==> config.mk <==
export PLATFORM = sky130hd
export DESIGN_NAME = pipe_ctrl
export DESIGN_NICKNAME = d
export VERILOG_FILES = /design/src/rtl/pipe_ctrl.sv
export SDC_FILE = /design/constraint.sdc
export NUM_CORES = 1
export LEC_CHECK = 0
export ABC_AREA = 1
export ABC_CLOCK_PERIOD_IN_PS = 5600
export CAP_MARGIN = 10
export CORE_ASPECT_RATIO = 2
export CORE_UTILIZATION = 45
export CTS_CLUSTER_DIAMETER = 120
export CTS_CLUSTER_SIZE = 8
export DETAILED_ROUTE_END_ITERATION = 7
export PLACE_DENSITY = 0.69
export SLEW_MARGIN = 0
export SYNTH_ARGS = -nofsm -noshare
export SYNTH_HDL_FRONTEND = slang
export SYNTH_SLANG_ARGS = --single-unit
==> constraint.sdc <==
create_clock -name clk_i -period 5.6 [get_ports clk_i]
set_input_delay 1.12 -clock clk_i [delete_from_list [all_inputs] [get_ports clk_i]]
set_output_delay 1.12 -clock clk_i [all_outputs]
set_load 0.02 [all_outputs]
==> src/rtl/pipe_ctrl.sv <==
// pipe_ctrl: pipeline stall/flush controller for the 5-stage core.
// Combines load-use bubbles, memory-stage bus waits and taken jumps into a
// single stall vector plus a front-end flush, watchdogs bus waits into a
// sticky error state and keeps saturating stall/bubble event counters.
module pipe_ctrl #(
    parameter int TIMEOUT   = 255,
    parameter int CNT_WIDTH = 32
) (
    input  logic                 clk_i,
    input  logic                 rst_i,
    input  logic                 inst_is_load_i,
    input  logic [4:0]           rd_i,
    input  logic [4:0]           rs1_raddr_i,
    input  logic [4:0]           rs2_raddr_i,
    input  logic                 rs1_re_i,
    input  logic                 rs2_re_i,
    input  logic                 jump_i,
    input  logic                 mem_req_i,
    input  logic                 mem_ack_i,
    output logic [5:0]           stall_o,
    output logic                 flush_o,
    output logic                 bus_err_o,
    output logic [CNT_WIDTH-1:0] stall_cnt_o,
    output logic [CNT_WIDTH-1:0] bubble_cnt_o
);

    typedef enum logic [1:0] {
        ST_IDLE = 2'd0,
        ST_WAIT = 2'd1,
        ST_ERR  = 2'd2
    } state_t;

    // Last wait-count value before the watchdog fires.
    localparam logic [15:0] WCNT_LAST = 16'(TIMEOUT - 1);

    // Stall vector encodings (bit k = hold stage k).
    localparam logic [5:0] STALL_ALL  = 6'b111111;
    localparam logic [5:0] STALL_MEM  = 6'b011111;
    localparam logic [5:0] STALL_LU   = 6'b000111;
    localparam logic [5:0] STALL_NONE = 6'b000000;

    state_t               r_state;
    logic [15:0]          r_wcnt;
    logic                 r_bus_err;
    logic [CNT_WIDTH-1:0] r_stall_cnt;
    logic [CNT_WIDTH-1:0] r_bubble_cnt;

    logic                 w_load_use;
    logic                 w_mem_stall;
    logic                 w_is_err;
    logic                 w_bubble;
    logic [5:0]           w_stall;

    // Hazard detection and priority-encoded stall/flush selection.
    always_comb begin
        w_is_err    = (r_state == ST_ERR);
        w_load_use  = inst_is_load_i && (rd_i != 5'd0) &&
                      ((rs1_re_i && (rs1_raddr_i == rd_i)) ||
                       (rs2_re_i && (rs2_raddr_i == rd_i)));
        w_mem_stall = mem_req_i && !mem_ack_i && !w_is_err;
        w_bubble    = 1'b0;
        w_stall     = STALL_NONE;
        if (w_is_err) begin
            w_stall = STALL_ALL;
        end else if (w_mem_stall) begin
            w_stall = STALL_MEM;
        end else if (jump_i) begin
            // The ID instruction is on the wrong path, so no bubble is needed.
            w_stall = STALL_NONE;
        end else if (w_load_use) begin
            w_stall  = STALL_LU;
            w_bubble = 1'b1;
        end
    end

    // A jump held behind a memory stall flushes only once the stall clears.
    assign stall_o = w_stall;
    assign flush_o = jump_i && !w_mem_stall && !w_is_err;

    // Bus-wait watchdog FSM with registered sticky error output.
    always_ff @(posedge clk_i or posedge rst_i) begin
        if (rst_i) begin
            r_state   <= ST_IDLE;
            r_wcnt    <= 16'd0;
            r_bus_err <= 1'b0;
        end else begin
            case (r_state)
                ST_IDLE: begin
                    if (mem_req_i && !mem_ack_i) begin
                        r_state <= ST_WAIT;
                        r_wcnt  <= 16'd0;
                    end
                end
                ST_WAIT: begin
                    if (mem_ack_i || !mem_req_i) begin
                        r_state <= ST_IDLE;
                    end else if (r_wcnt == WCNT_LAST) begin
                        r_state   <= ST_ERR;
                        r_bus_err <= 1'b1;
                    end else begin
                        r_wcnt <= r_wcnt + 16'd1;
                    end
                end
                ST_ERR: begin
                    r_bus_err <= 1'b1;
                end
                default: begin
                    r_state   <= ST_IDLE;
                    r_bus_err <= 1'b0;
                end
            endcase
        end
    end

    // Saturating performance counters for stall cycles and inserted bubbles.
    always_ff @(posedge clk_i or posedge rst_i) begin
        if (rst_i) begin
            r_stall_cnt  <= '0;
            r_bubble_cnt <= '0;
        end else begin
            if ((w_stall != STALL_NONE) && (r_stall_cnt != '1)) begin
                r_stall_cnt <= r_stall_cnt + 1'b1;
            end
            if (w_bubble && (r_bubble_cnt != '1)) begin
                r_bubble_cnt <= r_bubble_cnt + 1'b1;
            end
        end
    end

    assign bus_err_o    = r_bus_err;
    assign stall_cnt_o  = r_stall_cnt;
    assign bubble_cnt_o = r_bubble_cnt;

endmodule

# Word level (Yosys, flattened, before mapping)
# Index checks and enable logic that the tools add are counted.
[op_classes]
add_sub_neg = 3
eq_ne = 12
muxes = 19
bitwise_logic = 2
n_reduce_logical = 23
[op_table]
columns = ["operator", "n"]
rows = [
  ["32-bit by 1-bit adder with 32-bit output, second input constant", 2],
  ["32-bit inequality test, second input constant", 2],
  ["16-bit 2-to-1 mux", 3],
  ["16-bit case mux with 2 select lines", 1],
  ["16-bit by 1-bit adder with 16-bit output, second input constant", 1],
  ["16-bit by 8-bit equality test with 1-bit output, second input constant", 1],
  ["5-bit equality test", 2],
  ["1-bit logical AND", 10],
  ["2-bit inequality test, second input constant", 4],
  ["1-bit 2-to-1 mux", 6],
  ["2-bit 2-to-1 mux", 3],
  ["3-bit 2-to-1 mux", 2],
  ["6-bit 2-to-1 mux", 1],
  ["2-bit case mux with 3 select lines", 1],
  ["3-bit AND reduction", 2],
  ["6-bit nonzero test", 1],
  ["5-bit 2-to-1 mux", 1],
  ["5-bit nonzero test", 1],
  ["1-bit zero test", 4],
  ["4-bit AND reduction", 1],
  ["3-bit inequality test, second input constant", 1],
  ["1-bit case mux with 3 select lines", 1],
  ["2-bit by 1-bit equality test with 1-bit output, second input constant", 1],
  ["2-bit equality test, second input constant", 1],
  ["4 further kinds", 6],
]
[word_totals]
ff_bits = 83
in_bits = 23
output_inout_bits = 72
word_cells = 64

# Logic depth before layout (Yosys ltp)
# Gate-level depths: netlist of run 1.
[depth]
ltp_word = 10
ltp_mapped = 12
ltp_nobuf = 11

# Worst setup path before layout of run 1
# OpenSTA, ideal clock, no wires.
[synth_path]
kind = "input to output"
startpoint = "input port rd_i[4]"
endpoint = "output port stall_o[1]"
arrival_ps = 2146
t_required_ps = 4480
slack_ps = 2334
stages = 10
path_buffers = 2
cell_sequence = "inv_1 -> nand2_1 -> nand2_1 -> nor2_1 -> nand3_1 -> nand2_1 -> nand2_2 -> nand2_2 -> buf_2 -> buf_4"
[synth_between]
elab_chain_cells = 8
elab_cells_between_ends = 12
cone_classes = "eq/ne: 2; mux: 4; reduce/logical: 6"
[synth_rtl]
columns = ["item", "line_no", "source"]
rows = [
  ["start: declaration", "12", "input logic [4:0] rd_i,"],
  ["5-bit equality test, on equally long branches", "58, 59", ""],
  ["1-bit logical AND, on equally long branches", "58, 59", ""],
  ["1-bit logical OR", "58", "((rs1_re_i && (rs1_raddr_i == rd_i)) ||"],
  ["1-bit logical AND (*)", "57", "w_load_use = inst_is_load_i && (rd_i != 5'd0) &&"],
  ["3-bit 2-to-1 mux (*)", "70", "end else if (w_load_use) begin"],
  ["3-bit 2-to-1 mux (*)", "67", "end else if (jump_i) begin"],
  ["5-bit 2-to-1 mux (*)", "65", "end else if (w_mem_stall) begin"],
  ["6-bit 2-to-1 mux (*)", "63", "if (w_is_err) begin"],
  ["end: declaration", "20", "output logic [5:0] stall_o,"],
]
# Every way passes the cells marked *; elsewhere a longest branch is shown, timed or not.

# Final worst setup path of run 1
[layout_path]
startpoint = "input port rd_i[4]"
endpoint = "output port stall_o[2]"
# Same word-level chain as after synthesis.

==> run summary, run 1 <==
status - finished, final reports clean
CTS resizes - 0
die area - 13400 um2
Tmin final - 4.21 ns
worst vdd ir - 254 uV
via count - 5797
sw frac - 39.0%
Synth cell types - 30
initial core utilization - 46.3%
Hold Path Class - reg2reg
clock transition at the registers of the reported paths - 0.07 ns
Chip Width - 82.4 um
# fillers - 1241
PortBufs - 94
mux cell area share after synthesis - 0%
max frequency - 237 MHz
Crit Path Class - in2out
vias in the first global route - 5499
Clock power frac - 28.2%
CTS tree - built
ANT nets after route - 0
layout cell share with drive strength beyond 1 - 5.83%
DRT Wirelength - 16.2 mm
Final Max Tran Viols - 0
Comb power frac - 35.2%
core outline area - 12600 um2
Area Growth Syn to Fin - 22.7%
initial antenna violation count - 0
flops & latches, synth - 83
CTS sink cnt - 83
DRC violations left - 0
Clock Latency Late Sink - 0.34 ns
Avg WL per Cell - 14.4 um
adder-cell area share of the yosys netlist - 1.51%
Final Setup Violations - 0
reg2reg start - bubble_cnt_o[0]
Clock Skews - 0.00861 ns
largest net degree at the start of global routing - 50
Final period util - 75.2%
Hold Crit Start - bus_err_o
relative slew slack - 24.0%
DRT Pass-1 Iters - 5
startpoint type of the worst setup path - input pin
Reg power frac - 36.6%
NetSw - 0.905 mW
Synth Area in Compound Gates - 4.31%
die span in y - 163 um
Critical Path End Type - output pin
number of buffers created by CTS - 9
total track usage - 25.8%
CTS root buffer - clkbuf_16
post-synthesis sequential area ratio - 35.7%
crit path DAT - 3.09 ns
post-CTS setup buffers - 0
Synth warnings - 0
Synth Area in Simple Gates - 43.9%
total gr overflow - 0
Synth Cell Area - 5810 um2
Hold Fails Final Rpt - 0
Rows - 58
syn_nets - 917
Internal - 1.42 mW
worst slew pin tran - 1.14 ns
Post-Synth XOR/XNOR Area - 6.78%
H-tree levels - 3
syn avg cell area - 6.55 um2
Critical Path Start - rd_i[4]
Post-Syn Instances - 887
fin util - 56.8%
num ports - 95
PwrDens - 326 nW/um2
RSZ-0062 raised after global routing - no
first-pass GRT wire length - 26.0 mm
GPL Wtd Cong - 0.979
Via density - 5.14
clk buf depth - 2
main combinational cell family by area after synthesis - simple AND/OR/NAND/NOR gates
Layout Nets - 1002
First DRT Iteration DRCs - 262
ANT cells - 0
Fin Setup TNS - 0 ns
hold buffers post-CTS - 0
DP Wirelength - 12.3 mm
CP Data Required Time - 4.48 ns
Max Fanout on Critical Path - 17
leakage power - 3.37 nW
total of max-cap violations - 0
## cell type report
type	instances	area [um2]	share of cell area, %
multi-input combinational	704	3280	46.1
sequential	83	2080	29.1
timing repair buffer	97	963	13.5
inverter	77	290	4.07
clock buffer	9	225	3.16
tap	150	188	2.63
clock inverter	7	100	1.40
## sequential cells by signal (all words and copies together) (netlist names)
register and flops:
r_state 2, bus_err_o 1, bubble_cnt_o 32, r_wcnt 16, stall_cnt_o 32
## path summary, 6_finish.rpt
path / depth (start not counted) / to / slack, ns
max in group asynchronous: 3 / stall_cnt_o[12] / 3.35
hold / removal: 2 / bus_err_o / 0.48
hold reg to reg: 2 / bus_err_o / 0.48
min in group asynchronous: 2 / bubble_cnt_o[3] / 1.28
setup reg to reg: 9 / bubble_cnt_o[12] / 2.89
setup / recovery: 11 / stall_o[2] / 1.39
## layout by cell type (no fill, tap or decap), drive strengths merged
cell           count
ha                 7
nor2             136
o211ai             1
dfrtp             83
or2                1
clkdlybuf4s50     94
o21ai             46
nand4             15
nand2            371
clkbuf             9
xnor2              6
clkinv             2
nand3b            13
o21bai             1
nor3               6
a21oi              1
clkinvlp           3
bufinv             2
xor2              39
nand3             61
buf                3
inv               77
## Yosys cell counts, drive strengths merged
library cell / count / area share (%)
o21bai: 1 / 0.13
nand4: 15 / 1.6
o211ai: 1 / 0.13
nor2: 136 / 9.6
xor2: 39 / 5.9
clkinv: 1 / 0.065
buf: 20 / 2.5
ha: 7 / 1.5
xnor2: 6 / 0.90
dfrtp: 83 / 36
nor3: 6 / 0.52
inv: 76 / 4.9
nand3: 61 / 5.3
or2: 1 / 0.11
o21ai: 46 / 4.0
nand2: 371 / 25
a21oi: 1 / 0.086
nand3b: 13 / 1.7
clkbuf: 3 / 0.24
## kinds of logic after synthesis
group / Yosys count
AND/OR/NAND/NOR: 603
buffers and inverters: 100
flip-flops: 83
AO/OA/AOI/OAI: 49
XOR/XNOR: 45
adder cells (fa/ha/maj): 7
## power groups by stage
stage / clock (mW) / combinational, mW / sequential, mW
finish: 0.654 / 0.819 / 0.850
global placement: 0 / 0.817 / 0.859
global route: 0.692 / 0.915 / 0.868
CTS: 0.672 / 0.830 / 0.850
floorplan: 0 / 0.455 / 0.912
detailed placement: 0 / 0.825 / 0.860
## per-stage QoR
step	total power, mW	instance area (um2)	std cells	hold slack (ns)	setup WS, ns
4_1_cts	2.35	7130	1127	0.487	1.37
3_5_place_dp	1.68	6800	1111	0.470	1.38
6_report	2.32	7130	1127	0.480	1.39
2_1_floorplan	1.37	5810	887	0.467	2.33
3_3_place_gp	1.68	6800	1111	0.470	1.41
5_1_grt	2.48	7130	1127	0.527	1.25
## metal layers
layer  global-route usage [%]  vias to the layer above  part of all wire [%]  routed length (um)
met3                     2.86                       47                   3.0                 492
met1                     25.5                     2666                    36                5780
met2                     49.5                      155                    57                9210
li1                         -                     2929                     -                   -
met5                        0                        -                     0                   0
met4                     14.0                        0                   4.6                 752
## worst max-delay path, cell delays in order
cell	delay (ns)
clkdlybuf4s50_1	0.50
inv_1	0.08
nand2_1	0.06
nand2_1	0.06
nor2_1	0.10
nand3_1	0.07
nand2_1	0.08
nand2_2	0.04
buf_4	0.19
nand2_2	0.15
clkdlybuf4s50_1	0.63
No activity file was read; power rests on OpenSTA's default activity.
==> run 2: changes to the inputs <==
--- a/config.mk
+++ b/config.mk
@@ -6,14 +6,14 @@
 export NUM_CORES = 1
 export LEC_CHECK = 0
 export ABC_AREA = 1
-export ABC_CLOCK_PERIOD_IN_PS = 5600
+export ABC_CLOCK_PERIOD_IN_PS = 3400
 export CAP_MARGIN = 10
 export CORE_ASPECT_RATIO = 2
 export CORE_UTILIZATION = 45
 export CTS_CLUSTER_DIAMETER = 120
 export CTS_CLUSTER_SIZE = 8
 export DETAILED_ROUTE_END_ITERATION = 7
-export PLACE_DENSITY = 0.69
+export PLACE_DENSITY = 0.72
 export SLEW_MARGIN = 0
 export SYNTH_ARGS = -nofsm -noshare
 export SYNTH_HDL_FRONTEND = slang
==> constraint.sdc (replaced) <==
create_clock -name clk_i -period 3.4 [get_ports clk_i]
set_input_delay 0.68 -clock clk_i [delete_from_list [all_inputs] [get_ports clk_i]]
set_output_delay 0.68 -clock clk_i [all_outputs]
set_load 0.02 [all_outputs]
==> run 2 against run 1 <==
Net effect:
- first-iteration DRC count up 6.1%
- final cell count up 0.35%
- total power up 70%
- combinational power up 68%
- flip-flop and latch count unchanged
- critical path depth down 1
- sequential power up 64%
- global-route usage up 1.2 points
- die area unchanged
- critical endpoint is now stall_o[0]
==> run summary, run 2 (synthesis results as in run 1) <==
clock transition at the registers of the reported paths - 0.06 ns (was 0.07 ns)
total of max-cap violations - 0 (unchanged)
Avg WL per Cell - 15.1 um (was 14.4 um)
Critical Path End Type - output pin (unchanged)
most common cell after layout, fill and taps aside - nand2_1 (unchanged)
Tmin final - 3.15 ns
hold buffers post-CTS - 0 (unchanged)
number of buffers created by CTS - 9 (unchanged)
Layout Nets - 1006 (was 1002)
Max Fanout on Critical Path - 4 (was 17)
vias in the first global route - 5795 (was 5499)
footprint of the multi-input gates - 3280 um2 (unchanged)
ANT nets after route - 0 (unchanged)
DRT Pass-1 Iters - 5 (unchanged)
Crit Path Class - in2out (unchanged)
post-layout total power - 3.95 mW (was 2.32 mW)
DRC violations left - 0 (unchanged)
dpl cell area - 6860 um2 (was 6800 um2)
DRT Wirelength - 17.0 mm (was 16.2 mm)
PortBufs - 94 (unchanged)
startpoint type of the worst setup path - input pin (unchanged)
relative slew slack - 53.8% (was 24.0%)
PwrDens - 548 nW/um2 (was 326 nW/um2)
hold path endpoint - bus_err_o (unchanged)
First DRT Iteration DRCs - 278 (was 262)
Hold Fails Final Rpt - 0 (unchanged)
Hold Path Class - reg2reg (unchanged)
CTS sink cnt - 83 (unchanged)
initial antenna violation count - 0 (unchanged)
num ports - 95 (unchanged)
Fin Setup TNS - 0 ns (unchanged)
initial core utilization - 46.3% (unchanged)
Slowest-stage cell, CP - clkdlybuf4s50_1 (unchanged)
ANT cells - 0 (unchanged)
Final Max Tran Viols - 0 (unchanged)
first-pass GRT wire length - 27.0 mm (was 26.0 mm)
core outline area - 12600 um2 (unchanged)
leakage power - 3.42 nW (was 3.37 nW)
CTS tree - built (unchanged)
H-tree levels - 3 (unchanged)
CTS root buffer - clkbuf_16 (unchanged)
worst slew pin tran - 0.692 ns (was 1.14 ns)
Finished Cell Area - 7210 um2 (was 7130 um2)
Final period util - 92.6%
hold depth - 2 (unchanged)
R2R setup slack - 1.14 ns (was 2.89 ns)
post-CTS setup buffers - 0 (unchanged)
Clock Skews - 0.00527 ns (was 0.00861 ns)
CTS resizes - 0 (unchanged)
cell breakdown of the critical path - clkdlybuf4s50_1 -> inv_2 -> nand2_1 -> nand2_1 -> nor2_1 -> nand3_1 -> nand2_1 -> nand2_2 -> nand2_2 -> clkdlybuf4s50_1 (was clkdlybuf4s50_1 -> inv_1 -> nand2_1 -> nand2_1 -> nor2_1 -> nand3_1 -> nand2_1 -> nand2_2 -> buf_4 -> nand2_2 -> clkdlybuf4s50_1)
status - finished, final reports clean (unchanged)
worst vdd ir - 382 uV (was 254 uV)
total gr overflow - 0 (unchanged)
Worst path most repeated cell - nand2_1 (unchanged)
setup slack after layout - 0.251 ns (was 1.39 ns)
Via density - 5.31 (was 5.14)
largest net degree at the start of global routing - 50 (unchanged)
GPL Wtd Cong - 1.07 (was 0.979)
Chip Width - 82.4 um (unchanged)
most frequent cells in the layout - nand2_1 (351), nor2_1 (124), clkdlybuf4s50_1 (94) (unchanged)
R2R depth - 10 (was 9)
CP max stage delay - 0.63 ns (about the same)
max frequency - 318 MHz
die span in y - 163 um (unchanged)
CP Data Required Time - 2.72 ns (was 4.48 ns)
Hold Crit Start - bus_err_o (unchanged)
Seq. cell area - 2080 um2 (unchanged)
reg2reg start - r_state[1] (was bubble_cnt_o[0])
total track usage - 27.0% (was 25.8%)
Final Setup Violations - 0 (unchanged)
Placement Setup Slack - 0.239 ns (was 1.38 ns)
Clock Latency Late Sink - 0.34 ns (about the same)
Crit Reg-Reg Endpoint - r_wcnt[6] (was bubble_cnt_o[12])
RSZ-0062 raised after global routing - no (unchanged)
clk buf depth - 2 (unchanged)
layout cell share with drive strength beyond 1 - 6.01% (was 5.83%)
DP Wirelength - 13.0 mm (was 12.3 mm)
crit path DAT - 2.47 ns (was 3.09 ns)
die area - 13400 um2 (unchanged)
via count - 6001 (was 5797)
Area Growth Syn to Fin - 24.2% (was 22.7%)
# fillers - 1212 (was 1241)
Rows - 58 (unchanged)
==> run 2: cell types whose count changed in the layout (fill, tap and decap cells not counted), sizes merged <==
cell and delta:
inv -2, bufinv +2, buf +4, clkinv +1
clkbuf +2, clkinvlp -3
==> run 2: cell type report <==
| class | count | share of cell area [%] |
|---|---|---|
| clock inverters | 5 | 1.73 |
| multi-input cells | 704 | 45.5 |
| repair buffers | 101 | 14.1 |
| clock buffers | 11 | 3.23 |
| inverters | 77 | 4.02 |
| flip-flops and latches | 83 | 28.8 |
| well taps | 150 | 2.60 |
==> run 2: worst max path at each step <==
stage | cells after the start | startpoint | end | slack [ns]
global placement | 10 | rd_i[0] | stall_o[0] | 0.25
finish | 10 | rd_i[1] | stall_o[0] | 0.25
detailed placement | 10 | rd_i[3] | stall_o[0] | 0.24
global route | 10 | rd_i[0] | stall_o[1] | 0.11
floorplan | 1 | rst_i | bubble_cnt_o[0] | 0.58
CTS | 10 | rd_i[3] | stall_o[0] | 0.24
==> run 2: worst max-delay path: cells and delay by family <==
family	cells	cell delay [ns]
AND/OR/NAND/NOR	7	0.57
buffers and inverters	3	1.22
==> run 2: power by group <==
part / switching (mW) / internal [mW]
Sequential: 0.226 / 1.17
Combinational: 0.846 / 0.529
Clock: 0.392 / 0.791
==> run 2: metal layers <==
layer | track usage (%) | wire, um | up-vias
li1 | - | - | 2947
met1 | 23.6 | 5690 | 2765
met2 | 49.8 | 9220 | 198
met3 | 4.65 | 640 | 91
met4 | 23.4 | 1470 | 0
met5 | 0 | 0 | -
==> run 2: through the flow <==
stage	hold WS (ns)	utilization, %	cells
2_1_floorplan	0.467	-	887
3_5_place_dp	0.473	54.6	1115
6_report	0.475	57.5	1131
5_1_grt	0.525	57.5	1131
3_3_place_gp	0.465	54.6	1115
4_1_cts	0.487	57.5	1131
